`config.mk`:
```
export PLATFORM = sky130hd
export DESIGN_NAME = tt_sweep_ctrl
export DESIGN_NICKNAME = d
export VERILOG_FILES = /design/src/rtl/tt_sweep_ctrl.sv
export SDC_FILE = /design/constraint.sdc
export NUM_CORES = 1
export LEC_CHECK = 0
export CAP_MARGIN = 20
export CORE_AREA = 10 10 62 64
export DETAILED_ROUTE_END_ITERATION = 10
export DIE_AREA = 0 0 72 74
export PLACE_DENSITY = 0.75
export RECOVER_POWER = 100
export SETUP_SLACK_MARGIN = 0.2
export SLEW_MARGIN = 0
export SYNTH_ARGS = -nofsm -noshare
export SYNTH_HDL_FRONTEND = slang
export SYNTH_SLANG_ARGS = --single-unit
```
`constraint.sdc`:
```
create_clock -name clk -period 2.15 [get_ports clk]
set_input_delay 0.43 -clock clk [delete_from_list [all_inputs] [get_ports clk]]
set_output_delay 0.43 -clock clk [all_outputs]
set_load 0.01 [all_outputs]
```
`src/rtl/tt_sweep_ctrl.sv`:
```
// Exhaustive 3-input sweep controller: drives A/B/C through 000..111, lets each vector settle,
// then checks X/Y from the logic block under test. Optional first-fail capture: TT_SWEEP_FIRSTFAIL_EN.
module tt_sweep_ctrl #(
    parameter int SETTLE = 2
) (
    input  logic       clk,
    input  logic       rst,
    input  logic       start,
    input  logic       dut_x,
    input  logic       dut_y,
    output logic       a,
    output logic       b,
    output logic       c,
    output logic       busy,
    output logic       done,
    output logic       pass,
    output logic [3:0] err_cnt,
    output logic [7:0] fail_vec,
    output logic [2:0] first_fail_idx,
    output logic       first_fail_vld
);

    typedef enum logic [1:0] {
        S_IDLE,
        S_SETTLE,
        S_SAMPLE,
        S_DONE
    } state_t;

    localparam logic [3:0] CNT_LOAD = 4'(SETTLE - 1);

    state_t     state_q, state_d;
    logic [2:0] idx_q, idx_d;
    logic [3:0] cnt_q, cnt_d;
    logic [3:0] err_q, err_d;
    logic [7:0] fail_q, fail_d;
    logic       exp_x, exp_y, mismatch;

`ifdef TT_SWEEP_FIRSTFAIL_EN
    logic [2:0] ff_idx_q, ff_idx_d;
    logic       ff_vld_q, ff_vld_d;
`endif

    // Reference truth of the block under test for the vector currently applied
    assign exp_x    = idx_q[2] ^ idx_q[1];
    assign exp_y    = (~idx_q[2] & idx_q[0]) | (idx_q[1] & idx_q[0]);
    assign mismatch = (dut_x != exp_x) || (dut_y != exp_y);

    always_comb begin
        state_d = state_q;
        idx_d   = idx_q;
        cnt_d   = cnt_q;
        err_d   = err_q;
        fail_d  = fail_q;
`ifdef TT_SWEEP_FIRSTFAIL_EN
        ff_idx_d = ff_idx_q;
        ff_vld_d = ff_vld_q;
`endif
        busy = 1'b0;
        done = 1'b0;
        pass = 1'b0;

        case (state_q)
            S_IDLE, S_DONE: begin
                if (state_q == S_DONE) begin
                    done = 1'b1;
                    pass = (err_q == 4'd0);
                end
                if (start) begin
                    state_d = S_SETTLE;
                    idx_d   = 3'd0;
                    cnt_d   = CNT_LOAD;
                    err_d   = 4'd0;
                    fail_d  = 8'd0;
`ifdef TT_SWEEP_FIRSTFAIL_EN
                    ff_idx_d = 3'd0;
                    ff_vld_d = 1'b0;
`endif
                end
            end
            S_SETTLE: begin
                busy = 1'b1;
                if (cnt_q == 4'd0) begin
                    state_d = S_SAMPLE;
                end else begin
                    cnt_d = cnt_q - 4'd1;
                end
            end
            S_SAMPLE: begin
                busy = 1'b1;
                if (mismatch) begin
                    fail_d[idx_q] = 1'b1;
                    err_d         = err_q + 4'd1;
`ifdef TT_SWEEP_FIRSTFAIL_EN
                    if (!ff_vld_q) begin
                        ff_idx_d = idx_q;
                        ff_vld_d = 1'b1;
                    end
`endif
                end
                // The next vector is launched on the same edge that samples this one
                if (idx_q == 3'd7) begin
                    state_d = S_DONE;
                end else begin
                    state_d = S_SETTLE;
                    idx_d   = idx_q + 3'd1;
                    cnt_d   = CNT_LOAD;
                end
            end
            default: state_d = S_IDLE;
        endcase
    end

    always_ff @(posedge clk) begin
        if (rst) begin
            state_q <= S_IDLE;
            idx_q   <= 3'd0;
            cnt_q   <= 4'd0;
            err_q   <= 4'd0;
            fail_q  <= 8'd0;
`ifdef TT_SWEEP_FIRSTFAIL_EN
            ff_idx_q <= 3'd0;
            ff_vld_q <= 1'b0;
`endif
        end else begin
            state_q <= state_d;
            idx_q   <= idx_d;
            cnt_q   <= cnt_d;
            err_q   <= err_d;
            fail_q  <= fail_d;
`ifdef TT_SWEEP_FIRSTFAIL_EN
            ff_idx_q <= ff_idx_d;
            ff_vld_q <= ff_vld_d;
`endif
        end
    end

    assign {a, b, c} = idx_q;
    assign err_cnt   = err_q;
    assign fail_vec  = fail_q;

`ifdef TT_SWEEP_FIRSTFAIL_EN
    assign first_fail_idx = ff_idx_q;
    assign first_fail_vld = ff_vld_q;
`else
    assign first_fail_idx = 3'd0;
    assign first_fail_vld = 1'b0;
`endif

endmodule

```
==> results.py <==
metrics = {
    "outcome": {
        "status": "finished, final reports clean",
    },
    "placement": {
        "place.detailed.hpwl_mm": 2.17,
        "gp_routability_congestion": 0.797,
        "placement.io_buffers": 22,
        "dpl-instance-area_sq_um": 1530,
    },
    "detailed_routing": {
        "num_vias": 1054,
        "dr.pass1.iters": 5,
        "avgViaCountPerCell": 5.30,
        "met3_wirelength_microns": 129,
        "drt_iter0_drc": 42,
        "wl_met1_mm": 1.12,
        "post_drt_antenna_nets": 0,
        "top_layer_used": "met4",
        "residual_drc_count": 0,
        "routed_wirelength_mm": 2.66,
        "routed_wire_length_per_instance_microns": 13.4,
        "met2WireLength_mm": 1.37,
    },
    "pwr": {
        "power.clock.fraction_pct": 20.1,
        "power.switching_mw": 0.338,
        "powerDensity_nw_per_um2": 622,
        "static-leakage-power_nw": 0.662,
        "sw_frac_of_total_pct": 35.3,
        "cellInternalPower_mw": 0.620,
        "proportion_of_power_drawn_by_combinational_gates_pct": 35.0,
        "worst_ir_drop_vdd_mv": 0.385,
        "pwr-share-seq_pct": 44.9,
    },
    "critical_path": {
        "r2r-start": "state_q[0]$_SDFFE_PP0P_",
        "timing.critical_path.slowest_cell_delay_ps": 600,
        "path_max_fanout": 6,
        "regToRegSetupSlack_ps": 270,
        "regToRegEndpoint": "idx_q[0]$_SDFFE_PP0P_",
        "worstPathArrival_ps": 1520,
        "critPathKind": "flop to output port",
        "setup.worst_path.end_class": "output port",
        "crit_chain": "ha_1, dlygate4sd3_1",
        "crit_path_start_kind": "flop",
        "crit_path_top_delay_cell": "sky130_fd_sc_hd__dlygate4sd3_1",
        "timing.reg2reg.worst_path_depth": 8,
        "worst-endpoint-required_ps": 1720,
        "timing.critical_path.max_delay_family": "buffers and inverters",
        "bufs_and_invs_on_worst_path": 1,
    },
    "floorplanning": {
        "dieHeight_microns": 74,
        "initial_core_util_pct": 47.1,
        "row_count": 19,
        "die_w_microns": 72,
        "placeableCoreArea_sq_um": 2660,
        "num_io_pins": 27,
        "dieArea_sq_um": 5330,
    },
    "cts": {
        "cts_inserted_buffers": 3,
        "clock_insertion_delay_worst_skew_ps": 310,
        "cts_tree": "built",
        "clock_path_buffers": 2,
        "clockRootBuffer": "sky130_fd_sc_hd__clkbuf_4",
        "clock_sink_count": 21,
        "clock_tree.htree_level_count": 1,
        "clk_pin_slew_ps": 120,
    },
    "layout": {
        "diodes": 0,
        "final_net_count": 188,
        "multiInputGateArea_sq_um": 758,
        "flow.area_growth_from_synthesis_pct": 22.8,
        "fillers": 250,
        "finalInstanceArea_sq_um": 1540,
        "fin_util_pct": 57.8,
        "sequential_cell_area_sq_um": 422,
        "post_route_cells_drive_above_1_share_pct": 12.5,
    },
    "timing": {
        "tns_ps": 0,
        "drv_slew": 0,
        "fin_worst_skew_ps": 4.79,
        "hold-worst-slack_ps": 472,
        "fmax_mhz": 513,
        "final_hold_viol_count": 0,
        "period_needed_ps": 1950,
        "setup_violations": 0,
        "timing.final.crit_share_pct": 90.7,
        "rsz0062_at_grt": "no",
    },
    "global_route": {
        "globalRoute.totalOverflow": 0,
        "grt_first_pass_wirelength_mm": 4.40,
        "grt_antenna_before_repair": 0,
        "grt_start_max_net_pins": 13,
        "number_of_global_route_vias_before_repair": 1049,
        "grt_util_all_layers_pct": 10.0,
    },
    "flow_run": {
        "max_cap_viols": 0,
    },
    "synthesis": {
        "post_synth_edffs": 0,
        "synth_flop_cell": "sky130_fd_sc_hd__dfxtp_1",
        "synth-async-reset-ratio_pct": 0,
        "synthDominantCellAreaShare_pct": 33.5,
        "yosysUniqueCellTypes": 37,
        "synthesized_flop_and_latch_total": 21,
        "synth_largest_area_cell": "sky130_fd_sc_hd__dfxtp_1",
        "yosysSeqAreaShare_pct": 33.5,
        "synth_area_per_cell_sq_um": 8.96,
        "syn-cell-area_sq_um": 1250,
        "syn-instance-count": 140,
        "synth_top_cells_by_area": "sky130_fd_sc_hd__dfxtp_1 34%, sky130_fd_sc_hd__ha_1 14%, sky130_fd_sc_hd__nor2_1 4.8%",
        "yosys_warnings": 0,
    },
    "min_path": {
        "timing.hold.worst.class": "flop to flop",
        "min_delay_path_depth": 1,
        "hold_end": "fail_vec[0]$_SDFFE_PP0P_",
        "worstHoldStart": "fail_vec[0]$_SDFFE_PP0P_",
    },
}
## through the flow
step	total power, mW	worst slack (ps)	cells
5_1_grt	1.03	120	199
4_1_cts	0.997	175	199
2_1_floorplan	0.706	435	143
3_3_place_gp	0.789	240	195
3_5_place_dp	0.800	173	195
6_report	0.958	200	199
## worst max path at each step
| stage | startpoint | endpoint | slack, ps | depth (start not counted) |
|---|---|---|---|---|
| finish | state_q[0]$_SDFFE_PP0P_ | done | 200 | 2 |
| global route | state_q[0]$_SDFFE_PP0P_ | done | 120 | 2 |
| CTS | state_q[0]$_SDFFE_PP0P_ | pass | 180 | 5 |
| detailed placement | state_q[0]$_SDFFE_PP0P_ | pass | 170 | 5 |
| global placement | state_q[0]$_SDFFE_PP0P_ | pass | 240 | 5 |
| floorplan | idx_q[2]$_SDFFE_PP0P_ | fail_vec[0]$_SDFFE_PP0P_ | 440 | 7 |
## final cells by class
class	instances	area share, %
multi-input cells	105	49.3
clock buffers	3	1.46
flip-flops and latches	21	27.4
well taps	31	2.52
inverters	10	2.44
clock inverters	1	0.325
repair buffers	28	16.6
## cell usage after synthesis (all sizes together) (2+ instances only)
cell type  number
nor3b           6
dfxtp          21
clkbuf          2
nand3           9
inv            10
nand4b          3
o21a            5
a211oi          2
a31oi           5
nor2           17
o21ai           5
nand2b          3
buf             5
a21oi          10
nor2b           2
nand2           8
ha             14
## routing by layer
metal / GRT usage, % / up-vias
li1: - / 533
met1: 11.0 / 500
met2: 17.3 / 17
met3: 2.66 / 4
met4: 5.81 / 0
met5: 0 / -
## registers in the layout, summed over array words and instances (netlist names)
register / flops
fail_vec: 8
cnt_q: 4
err_cnt: 4
idx_q: 3
state_q: 2
## worst reg2reg max path, delay by kind of cell (launching register included)
kind	cells	cell delay [ps]
compound gates	3	560
simple gates	2	260
buf+inv	2	250
fa+ha+maj	1	250
flops	1	450
## layout by cell type (no fill, tap or decap), types with 2 or more instances in the layout
master / instances
sky130_fd_sc_hd__buf_4: 5
sky130_fd_sc_hd__o21a_1: 4
sky130_fd_sc_hd__nor2b_1: 2
sky130_fd_sc_hd__nand3_1: 9
sky130_fd_sc_hd__dlygate4sd3_1: 16
sky130_fd_sc_hd__nand2_1: 8
sky130_fd_sc_hd__nand4b_1: 3
sky130_fd_sc_hd__conb_1: 4
sky130_fd_sc_hd__a21oi_1: 9
sky130_fd_sc_hd__clkdlybuf4s50_1: 4
sky130_fd_sc_hd__clkbuf_4: 3
sky130_fd_sc_hd__o21ai_0: 3
sky130_fd_sc_hd__a31oi_1: 5
sky130_fd_sc_hd__ha_1: 13
sky130_fd_sc_hd__nand2b_1: 2
sky130_fd_sc_hd__inv_1: 10
sky130_fd_sc_hd__nor3b_1: 6
sky130_fd_sc_hd__nor2_1: 16
sky130_fd_sc_hd__dfxtp_1: 20
## timing repair
item | in CTS | in global routing
setup endpoints to repair | 2 | 2
buffers inserted | 0 | 0
resized for setup | 4 | 4
hold buffers | 0 | 0
## power groups by stage
stage	Combinational (mW)	Clock, mW	Sequential [mW]
2_1_floorplan	0.268	0	0.438
3_3_place_gp	0.353	0	0.436
4_1_cts	0.358	0.206	0.432
3_5_place_dp	0.362	0	0.439
6_report	0.336	0.192	0.430
5_1_grt	0.374	0.225	0.433
## cell families (layout without fill, tap and decap cells)
| kind of cell | after synthesis | in the layout | synth area share [%] |
|---|---|---|---|
| buffers and inverters | 17 | 42 | 6.39 |
| adders and majority gates | 14 | 14 | 14.0 |
| xor gates and xnor gates | 1 | 1 | 0.699 |
| and+or+nand+nor | 55 | 55 | 25.0 |
| DFF | 21 | 21 | 33.5 |
| AOI/OAI and AO/OA | 30 | 30 | 18.4 |
| other | 1 | 4 | 0.299 |
| muxes | 1 | 1 | 1.80 |
Note: power is estimated with default switching activity, not from simulation.
